File: config.mk
export PLATFORM = sky130hd
export DESIGN_NAME = led_fader
export DESIGN_NICKNAME = d
export VERILOG_FILES = /design/src/rtl/led_pkg.sv /design/src/rtl/tick_gen.sv /design/src/rtl/led_fader.sv
export SDC_FILE = /design/constraint.sdc
export NUM_CORES = 1
export LEC_CHECK = 0
export CAP_MARGIN = 20
export CORE_MARGIN = 2
export CORE_UTILIZATION = 60
export DETAILED_ROUTE_END_ITERATION = 8
export GPL_ROUTABILITY_DRIVEN = 0
export PLACE_DENSITY = 0.84
export SYNTH_ARGS = -nofsm -noshare
export SYNTH_HDL_FRONTEND = slang
export SYNTH_SLANG_ARGS = --single-unit
File: constraint.sdc
create_clock -name clk -period 6.4 [get_ports clk]
set_input_delay 1.6 -clock clk [delete_from_list [all_inputs] [get_ports clk]]
set_output_delay 1.6 -clock clk [all_outputs]
set_load 0.005 [all_outputs]
File: src/rtl/led_pkg.sv
// Shared defaults and types for the LED output stage.
// Also hosts the counter-width helper used by the timebase.
package led_pkg;

    localparam int LED_PWM_BITS  = 8;
    // ~0.66 ms per decay step at 100 MHz
    localparam int LED_DECAY_DIV = 65536;

    typedef logic [LED_PWM_BITS-1:0] led_bright_t;

    function automatic int cnt_width(input int n);
        return (n > 1) ? $clog2(n) : 1;
    endfunction

endpackage

File: src/rtl/tick_gen.sv
// Enable-gated prescaler: one-cycle tick every DIV enabled cycles.
// The count holds while en is low and resumes from where it stopped.
module tick_gen
    import led_pkg::*;
#(
    parameter int DIV = LED_DECAY_DIV
) (
    input  logic clk,
    input  logic reset,
    input  logic en,
    output logic tick
);

    localparam int W = cnt_width(DIV);
    localparam logic [W-1:0] LAST = W'(DIV - 1);

    logic [W-1:0] cnt;

    assign tick = en && (cnt == LAST);

    always_ff @(posedge clk or posedge reset) begin
        if (reset)
            cnt <= '0;
        else if (tick)
            cnt <= '0;
        else if (en)
            cnt <= cnt + 1'b1;
    end

endmodule

File: src/rtl/led_fader.sv
// Per-LED PWM with snap-on and linear fade-out ("comet tail").
// Brightness changes only at frame boundaries to avoid duty glitches.
module led_fader
    import led_pkg::*;
#(
    parameter int NLEDS      = 8,
    parameter int PWM_BITS   = LED_PWM_BITS,
    parameter int DECAY_DIV  = LED_DECAY_DIV,
    parameter int DECAY_STEP = 8
) (
    input  logic             clk,
    input  logic             reset,
    input  logic [NLEDS-1:0] pattern,
    input  logic             enable,
    output logic [NLEDS-1:0] LED,
    output logic             frame_tick
);

    localparam logic [PWM_BITS-1:0] MAX  = '1;
    localparam logic [PWM_BITS-1:0] STEP = PWM_BITS'(DECAY_STEP);

    logic [PWM_BITS-1:0] pwm_cnt;
    logic [NLEDS-1:0]    led_next;
    logic                decay_tick;
    logic                wrap;

    assign wrap = (pwm_cnt == MAX);

    tick_gen #(
        .DIV (DECAY_DIV)
    ) u_tick (
        .clk   (clk),
        .reset (reset),
        .en    (enable),
        .tick  (decay_tick)
    );

    always_ff @(posedge clk or posedge reset) begin
        if (reset) begin
            pwm_cnt    <= '0;
            frame_tick <= 1'b0;
            LED        <= '0;
        end else begin
            pwm_cnt    <= pwm_cnt + 1'b1;
            frame_tick <= wrap;
            LED        <= led_next;
        end
    end

    for (genvar g = 0; g < NLEDS; g++) begin : g_ch
        logic [PWM_BITS-1:0] b;
        logic [PWM_BITS-1:0] act;

        // act takes the pre-edge b, so a set in the MAX cycle lands a frame later
        always_ff @(posedge clk or posedge reset) begin
            if (reset) begin
                b   <= '0;
                act <= '0;
            end else begin
                if (pattern[g])
                    b <= MAX;
                else if (decay_tick)
                    b <= (b > STEP) ? b - STEP : '0;
                if (wrap)
                    act <= b;
            end
        end

        assign led_next[g] = (act == MAX) || (pwm_cnt < act);
    end

endmodule

==> run summary, run 1 <==
- **result of the run** finished with violations
- **failing checks** DRC
- **TritonCTS Buffers** 17
- **number of standard-cell rows in the floorplan** 39
- **leakage power** 3.48 nW
- **Worst Max-Slew Pin Slew** 754 ps
- **adder and majority cell fraction of the synthesized area** 11.6%
- **top-area cell type share of the netlist area** 45.2%
- **vias in the first global route** 5840
- **sw power** 0.000403 W
- **Avg Inst Size Synth** 10.6 um^2
- **Seq/Total Area, Yosys** 45.2%
- **endpoint kind of the worst setup timing path** register
- **wire length of the first global-routing pass** 27900 um
- **leading cell type by number of instances after synthesis** sky130_fd_sc_hd__dfrtp_1
- **FMAX** 272 MHz
- **Pre-antenna DRT Iters** 7
- **number of DRC violations after detailed routing** 2
- **Tot GR Track Use** 27.8%
- **number of synthesized register bits** 129
- **cell internal pwr** 0.00156 W
- **depth of the CTS H-tree** 4
- **area of the core region** 11500 um^2
- **maximum buffer depth of the clock tree** 2
- **area of the mapped netlist** 7150 um^2
- **type of origin of the critical path** input pin
- **Synth area leader** sky130_fd_sc_hd__dfrtp_1
- **Data required, critical path** 6690 ps
- **Switching Fraction** 20.5%
- **routed wirelength normalized by instance count** 19.3 um
- **pin count of the biggest net entering global routing** 50
- **minimum hold slack** 472 ps
- **Fin Setup TNS** 0 ps
- **min Tclk post-route** 3680 ps
- **area enclosed by the die boundary** 12800 um^2
- **Hold Buf Count CTS** 0
- **initial core utilization** 62.1%
- **number of input and output port buffers inserted** 19
- **share of flip-flops with an asynchronous set or reset** 100%
- **setup repair bufs after CTS** 0
- **Worst IR Drop VDD** 0.202 mV
- **number of clock sinks** 129
- **Clk pin slew, worst setup/hold paths** 60 ps
- **Area Overhead vs Synth** 12.9%
- **top fanout value on the critical path** 31
- **sequential power share** 43.3%
- **clock latency at the later pin of the worst-skew pair** 420 ps
- **synth cell count leaders** sky130_fd_sc_hd__dfrtp_1, sky130_fd_sc_hd__inv_1, sky130_fd_sc_hd__ha_1, sky130_fd_sc_hd__nand3_1
- **compound-gate portion of the synthesized area** 12.6%
- **CTS tree** built
- **synthesized instance count** 676
- **CP Data Arrival Time** 3970 ps
- **ys flop type** sky130_fd_sc_hd__dfrtp_1
- **power per cell area** 243 nW/um^2
- **hpwl dp** 10700 um
- **final slew viol count** 0
- **sum of routed wire length over all layers** 16400 um
- **count of pins on the block boundary** 20
- **Max-slew headroom** 49.8%
- **Area contributors post-synth** sky130_fd_sc_hd__dfrtp_1, sky130_fd_sc_hd__ha_1, sky130_fd_sc_hd__inv_1, sky130_fd_sc_hd__mux2_2, sky130_fd_sc_hd__mux2i_1
- **Fin. Hold Viols** 0
- **diodes inserted** 0
- **clock share of power** 53.5%
- **Worst Hold Class** reg2reg
- **Synth warnings** 0
- **die width** 113 um
- **Final period util** 57.5%
- **worst clock skew** 8.10 ps
- **number of nets at the end of the flow** 772
- **antenna violations before repair** 0
- **Die Y** 113 um
- **fraction of synthesized cell area in xor and xnor cells** 2.33%
- **share of final-layout standard cells stronger than drive strength 1** 9.76%
- **number of violations of the max-capacitance limit** 0
- **mux cell area share after synthesis** 7.89%
- **simple-gate portion of the synthesized area** 14.0%
- **RSZ-0062 raised after global routing** no
- **distinct cell type count of the synthesized netlist** 46
- **number of gates given a new drive strength after cts** 0
- **number of vias after detailed routing** 5555
- **number of routed nets with antenna violations** 0
- **portion of total power attributed to combinational logic** 3.2%
- **remaining global-route overflow** 0
- **start-to-end type of the worst setup path** in2reg
- **Finish-stage setup viols** 0
- **main combinational cell family by area after synthesis** simple AND/OR/NAND/NOR gates
- **total nets after synthesis** 753
- **cell at the root of the clock tree** sky130_fd_sc_hd__clkbuf_16
- **number of enable-type register cells in the synthesized netlist** 0
- **detailed router's first-iteration violation count** 469
- **Vias/cell** 6.54
cell usage in the layout, fill, tap and decap left out, types with 9 or more instances in the layout:
cell,instances
sky130_fd_sc_hd__o21ai_0,19
sky130_fd_sc_hd__nand2_1,20
sky130_fd_sc_hd__inv_1,82
sky130_fd_sc_hd__a211o_1,10
sky130_fd_sc_hd__nand3_1,34
sky130_fd_sc_hd__nor2_1,27
sky130_fd_sc_hd__dfrtp_1,129
sky130_fd_sc_hd__nor4_1,22
sky130_fd_sc_hd__a21oi_1,18
sky130_fd_sc_hd__nand4_1,14
sky130_fd_sc_hd__xnor2_1,15
sky130_fd_sc_hd__mux2_2,27
sky130_fd_sc_hd__clkdlybuf4s50_1,19
sky130_fd_sc_hd__ha_1,66
sky130_fd_sc_hd__clkbuf_16,17
sky130_fd_sc_hd__a21o_1,12
sky130_fd_sc_hd__nand2b_1,9
sky130_fd_sc_hd__nor3_1,9
sky130_fd_sc_hd__o211ai_1,9
sky130_fd_sc_hd__or4_1,9
sky130_fd_sc_hd__mux2i_1,26
sky130_fd_sc_hd__a221o_1,12
layer usage:
layer | routed length [um] | track usage [%]
met5 | 0 | 0
met4 | 353 | 12.1
met3 | 997 | 6.43
met2 | 8170 | 46.9
met1 | 6860 | 34.3
cells by family after synthesis:
group	after synthesis
simple gates	178
flops	129
compound gates	123
buf+inv	108
fa+ha+maj	66
mux	53
xor+xnor	19
power by group through the flow:
stage,Clock (W),Combinational [W],Sequential (W)
after floorplan,0,0.0000457,0.000860
after global placement,0,0.0000607,0.000862
after detailed placement,0,0.0000624,0.000864
after CTS,0.00106,0.0000632,0.000850
after global routing,0.00111,0.0000705,0.000853
final,0.00105,0.0000623,0.000850
flip-flops by register name, indices dropped and copies added, names as in the netlist:
register	count
LED	8
frame_tick	1
g_ch.act	48
g_ch.b	48
pwm_cnt	8
u_tick.cnt	16
final cells by class:
| type | count | area, um^2 |
|---|---|---|
| well taps | 143 | 179 |
| clock inverters | 11 | 185 |
| flip-flops and latches | 129 | 3230 |
| repair buffers | 25 | 250 |
| fillers | 840 | 3450 |
| clock buffers | 20 | 457 |
| inverters | 83 | 314 |
| multi-input cells | 439 | 3460 |
critical path, stage by stage:
cell	delay [ps]
sky130_fd_sc_hd__clkdlybuf4s50_1	610
sky130_fd_sc_hd__and3_1	300
sky130_fd_sc_hd__and4_1	210
sky130_fd_sc_hd__buf_4	330
sky130_fd_sc_hd__nand2_1	400
sky130_fd_sc_hd__o311ai_0	490
stage by stage:
step | worst slack, ps | utilization [%] | total power [W] | instance area (um^2) | std cells
6_report | 2720 | 70.1 | 0.00196 | 8070 | 850
5_1_grt | 2590 | 70.1 | 0.00203 | 8070 | 850
4_1_cts | 2740 | 69.9 | 0.00198 | 8060 | 849
3_5_place_dp | 2300 | 64.4 | 0.000926 | 7410 | 818
3_3_place_gp | 2150 | 64.2 | 0.000923 | 7400 | 817
2_1_floorplan | 1360 | - | 0.000905 | 7150 | 676
path summary, 6_finish.rpt:
| check | depth (start not counted) | from | slack, ps | endpoint |
|---|---|---|---|---|
| setup / recovery | 6 | enable | 2720 | g_ch[2].b[4]$_DFFE_PP0P_ |
| hold / removal | 1 | u_tick.cnt[14]$_DFFE_PP0P_ | 470 | u_tick.cnt[14]$_DFFE_PP0P_ |
| setup reg to reg | 5 | pwm_cnt[4]$_DFF_PP0_ | 3820 | g_ch[4].act[5]$_DFFE_PP0P_ |
| hold reg to reg | 1 | u_tick.cnt[14]$_DFFE_PP0P_ | 470 | u_tick.cnt[14]$_DFFE_PP0P_ |
| max in group asynchronous | 3 | reset | 3830 | g_ch[2].b[1]$_DFFE_PP0P_ |
| min in group asynchronous | 2 | reset | 1550 | LED[4]$_DFF_PP0_ |
Note: power is estimated with default switching activity, not from simulation.
==> run 2: changes to the inputs <==
Clock period 6.4 ns to 3.64 ns, I/O delays scaled along.
==> run 2 against run 1 <==
Against the previous run:
- the run still ends with DRC left
- sequential share of layout area fell by 0.37 points
- combinational power rose by 77%
- critical path depth fell by 1
- first-iteration DRC count fell by 4.3%
- worst setup slack got worse by 1900 ps
- critical endpoint is now g_ch[7].b[6]$_DFFE_PP0P_
- final area rose by 0.93%
- largest cell class unchanged
- final cell count rose by 0.59%
==> run summary, run 2 (synthesis results as in run 1) <==
- **result of the run** finished with violations
- **failing checks** DRC
- **Final period util** 77.2%
- **number of violations of the max-capacitance limit** 0, unchanged
- **leakage power** 3.51 nW, +0.70%
- **Area Overhead vs Synth** 14.0%
- **number of DRC violations after detailed routing** 2, unchanged
- **CP Data Arrival Time** 3110 ps, -860 ps
- **number of input and output port buffers inserted** 19, unchanged
- **most common cell after layout, fill and taps aside** sky130_fd_sc_hd__dfrtp_1
- **Finish-stage setup viols** 0, unchanged
- **FMAX** 356 MHz
- **die width** 113 um, unchanged
- **Total Power Consumption** 0.00354 W, +80%
- **Final Util** 70.7%, +0.65 points
- **worst clock skew** 4.76 ps, -3.34 ps
- **number of gates given a new drive strength after cts** 0, unchanged
- **number of nets at the end of the flow** 776, +0.52%
- **Worst Hold Class** reg2reg
- **top fanout value on the critical path** 14, -55%
- **gate family responsible for the most delay along the worst path** simple AND/OR/NAND/NOR gates
- **slowest stage cell, crit path** sky130_fd_sc_hd__clkdlybuf4s50_1
- **routed wirelength normalized by instance count** 19.5 um, +1.0%
- **detailed router's first-iteration violation count** 449, -4.3%
- **number of vias after detailed routing** 5476, -1.4%
- **endpoint kind of the worst setup timing path** register
- **end of the critical path** g_ch[7].b[6]$_DFFE_PP0P_
- **antenna violations before repair** 0, unchanged
- **sum of routed wire length over all layers** 16600 um, +1.6%
- **registers with the most flip-flops** g_ch.act: 48 flops, g_ch.b: 48 flops, u_tick.cnt: 16 flops
- **Fin Setup TNS** 0 ps, unchanged
- **number of clock sinks** 129, unchanged
- **final setup margin** 832 ps, -1890 ps
- **Worst IR Drop VDD** 0.630 mV, +210%
- **Die Y** 113 um, unchanged
- **RSZ-0062 raised after global routing** no
- **initial core utilization** 62.1%, unchanged
- **Worst Setup SP** enable
- **worst-case setup slack after placement** 383 ps, -1920 ps
- **Fin. Hold Viols** 0, unchanged
- **Vias/cell** 6.40, -2.0%
- **worst reg2reg endpoint** g_ch[1].act[2]$_DFFE_PP0P_
- **wire length of the first global-routing pass** 27300 um, -2.2%
- **start-to-end type of the worst setup path** in2reg
- **cell at the root of the clock tree** sky130_fd_sc_hd__clkbuf_16
- **share of final-layout standard cells stronger than drive strength 1** 10.5%, +0.77 points
- **power per cell area** 435 nW/um^2, +79%
- **CP Cell Sequence** clkdlybuf4s50_1 > and3_1 > and4_1 > nand2_1 > o311ai_0
- **leading cell types in the layout, fill and taps excluded** sky130_fd_sc_hd__dfrtp_1, sky130_fd_sc_hd__inv_1, sky130_fd_sc_hd__ha_1
- **vias in the first global route** 5545, -5.1%
- **Filler cells** 804, -4.3%
- **count of pins on the block boundary** 20, unchanged
- **final slew viol count** 0, unchanged
- **diodes inserted** 0, unchanged
- **area enclosed by the die boundary** 12800 um^2, unchanged
- **area of the core region** 11500 um^2, unchanged
- **setup repair bufs after CTS** 0, unchanged
- **pin count of the biggest net entering global routing** 130, +160%
- **hpwl dp** 10800 um, +1.1%
- **remaining global-route overflow** 0, unchanged
- **Data required, critical path** 3940 ps, -2750 ps
- **Hold Buf Count CTS** 0, unchanged
- **maximum buffer depth of the clock tree** 2, unchanged
- **Clk pin slew, worst setup/hold paths** 60 ps, about the same
- **min Tclk post-route** 2810 ps
- **length in cells of the worst reg-to-reg path** 5, unchanged
- **TritonCTS Buffers** 17, unchanged
- **Levels on crit path** 5, -1
- **reg-to-reg startpoint** pwm_cnt[4]$_DFF_PP0_
- **maximum single-stage delay on the critical path** 610 ps, about the same
- **Tot GR Track Use** 27.6%, -0.20 points
- **type of origin of the critical path** input pin
- **Pre-antenna DRT Iters** 6, -1
- **number of routed nets with antenna violations** 0, unchanged
- **number of standard-cell rows in the floorplan** 39, unchanged
- **crit path buf inv count** 1, -1
- **Worst Max-Slew Pin Slew** 753 ps, -1.03 ps
- **depth of the CTS H-tree** 4, unchanged
- **Max-slew headroom** 49.8%, +0.068 points
- **setup slack, reg-to-reg** 950 ps, -2870 ps
- **clock latency at the later pin of the worst-skew pair** 420 ps, about the same
- **CTS tree** built
run 2: power by group:
| part | switching, W | internal, W |
|---|---|---|
| Combinational | 0.0000667 | 0.0000435 |
| Sequential | 0.0000371 | 0.00146 |
| Clock | 0.000636 | 0.00130 |
run 2: cell type report:
| class | count | area (um^2) | area share [%] |
|---|---|---|---|
| flip-flops and latches | 129 | 3230 | 39.6 |
| well taps | 143 | 179 | 2.20 |
| repair buffers | 29 | 290 | 3.56 |
| clock buffers | 18 | 439 | 5.39 |
| multi-input cells | 439 | 3460 | 42.4 |
| inverters | 83 | 315 | 3.87 |
| clock inverters | 14 | 236 | 2.90 |
run 2: metal layers:
| layer | track usage, % | routed length [um] | up-vias |
|---|---|---|---|
| li1 | - | - | 2517 |
| met1 | 33.8 | 6980 | 2749 |
| met2 | 47.7 | 8530 | 171 |
| met3 | 5.68 | 715 | 39 |
| met4 | 11.2 | 405 | 0 |
| met5 | 0 | 0 | - |
run 2: worst min path at each step:
stage                          startpoint                          to  slack, ps  cells past startpoint
2_1_floorplan  u_tick.cnt[14]$_DFFE_PP0P_  u_tick.cnt[14]$_DFFE_PP0P_        440                      1
3_3_place_gp   u_tick.cnt[14]$_DFFE_PP0P_  u_tick.cnt[14]$_DFFE_PP0P_        450                      1
3_5_place_dp   u_tick.cnt[14]$_DFFE_PP0P_  u_tick.cnt[14]$_DFFE_PP0P_        470                      1
4_1_cts        u_tick.cnt[14]$_DFFE_PP0P_  u_tick.cnt[14]$_DFFE_PP0P_        480                      1
5_1_grt        u_tick.cnt[14]$_DFFE_PP0P_  u_tick.cnt[14]$_DFFE_PP0P_        510                      1
6_report       u_tick.cnt[14]$_DFFE_PP0P_  u_tick.cnt[14]$_DFFE_PP0P_        480                      1
run 2: worst reg2reg max path: stages, from the launching register on:
cell and delay, ps:
sky130_fd_sc_hd__dfrtp_1 800, sky130_fd_sc_hd__and3_1 280, sky130_fd_sc_hd__and3_1 200, sky130_fd_sc_hd__and3_2 610, sky130_fd_sc_hd__buf_12 300, sky130_fd_sc_hd__mux2_2 380
run 2: metrics by stage:
stage	instances	hold slack (ps)	instance area [um^2]
2_1_floorplan	676	439	7150
3_3_place_gp	823	453	7470
3_5_place_dp	823	466	7470
4_1_cts	855	477	8150
5_1_grt	855	507	8150
6_report	855	479	8150
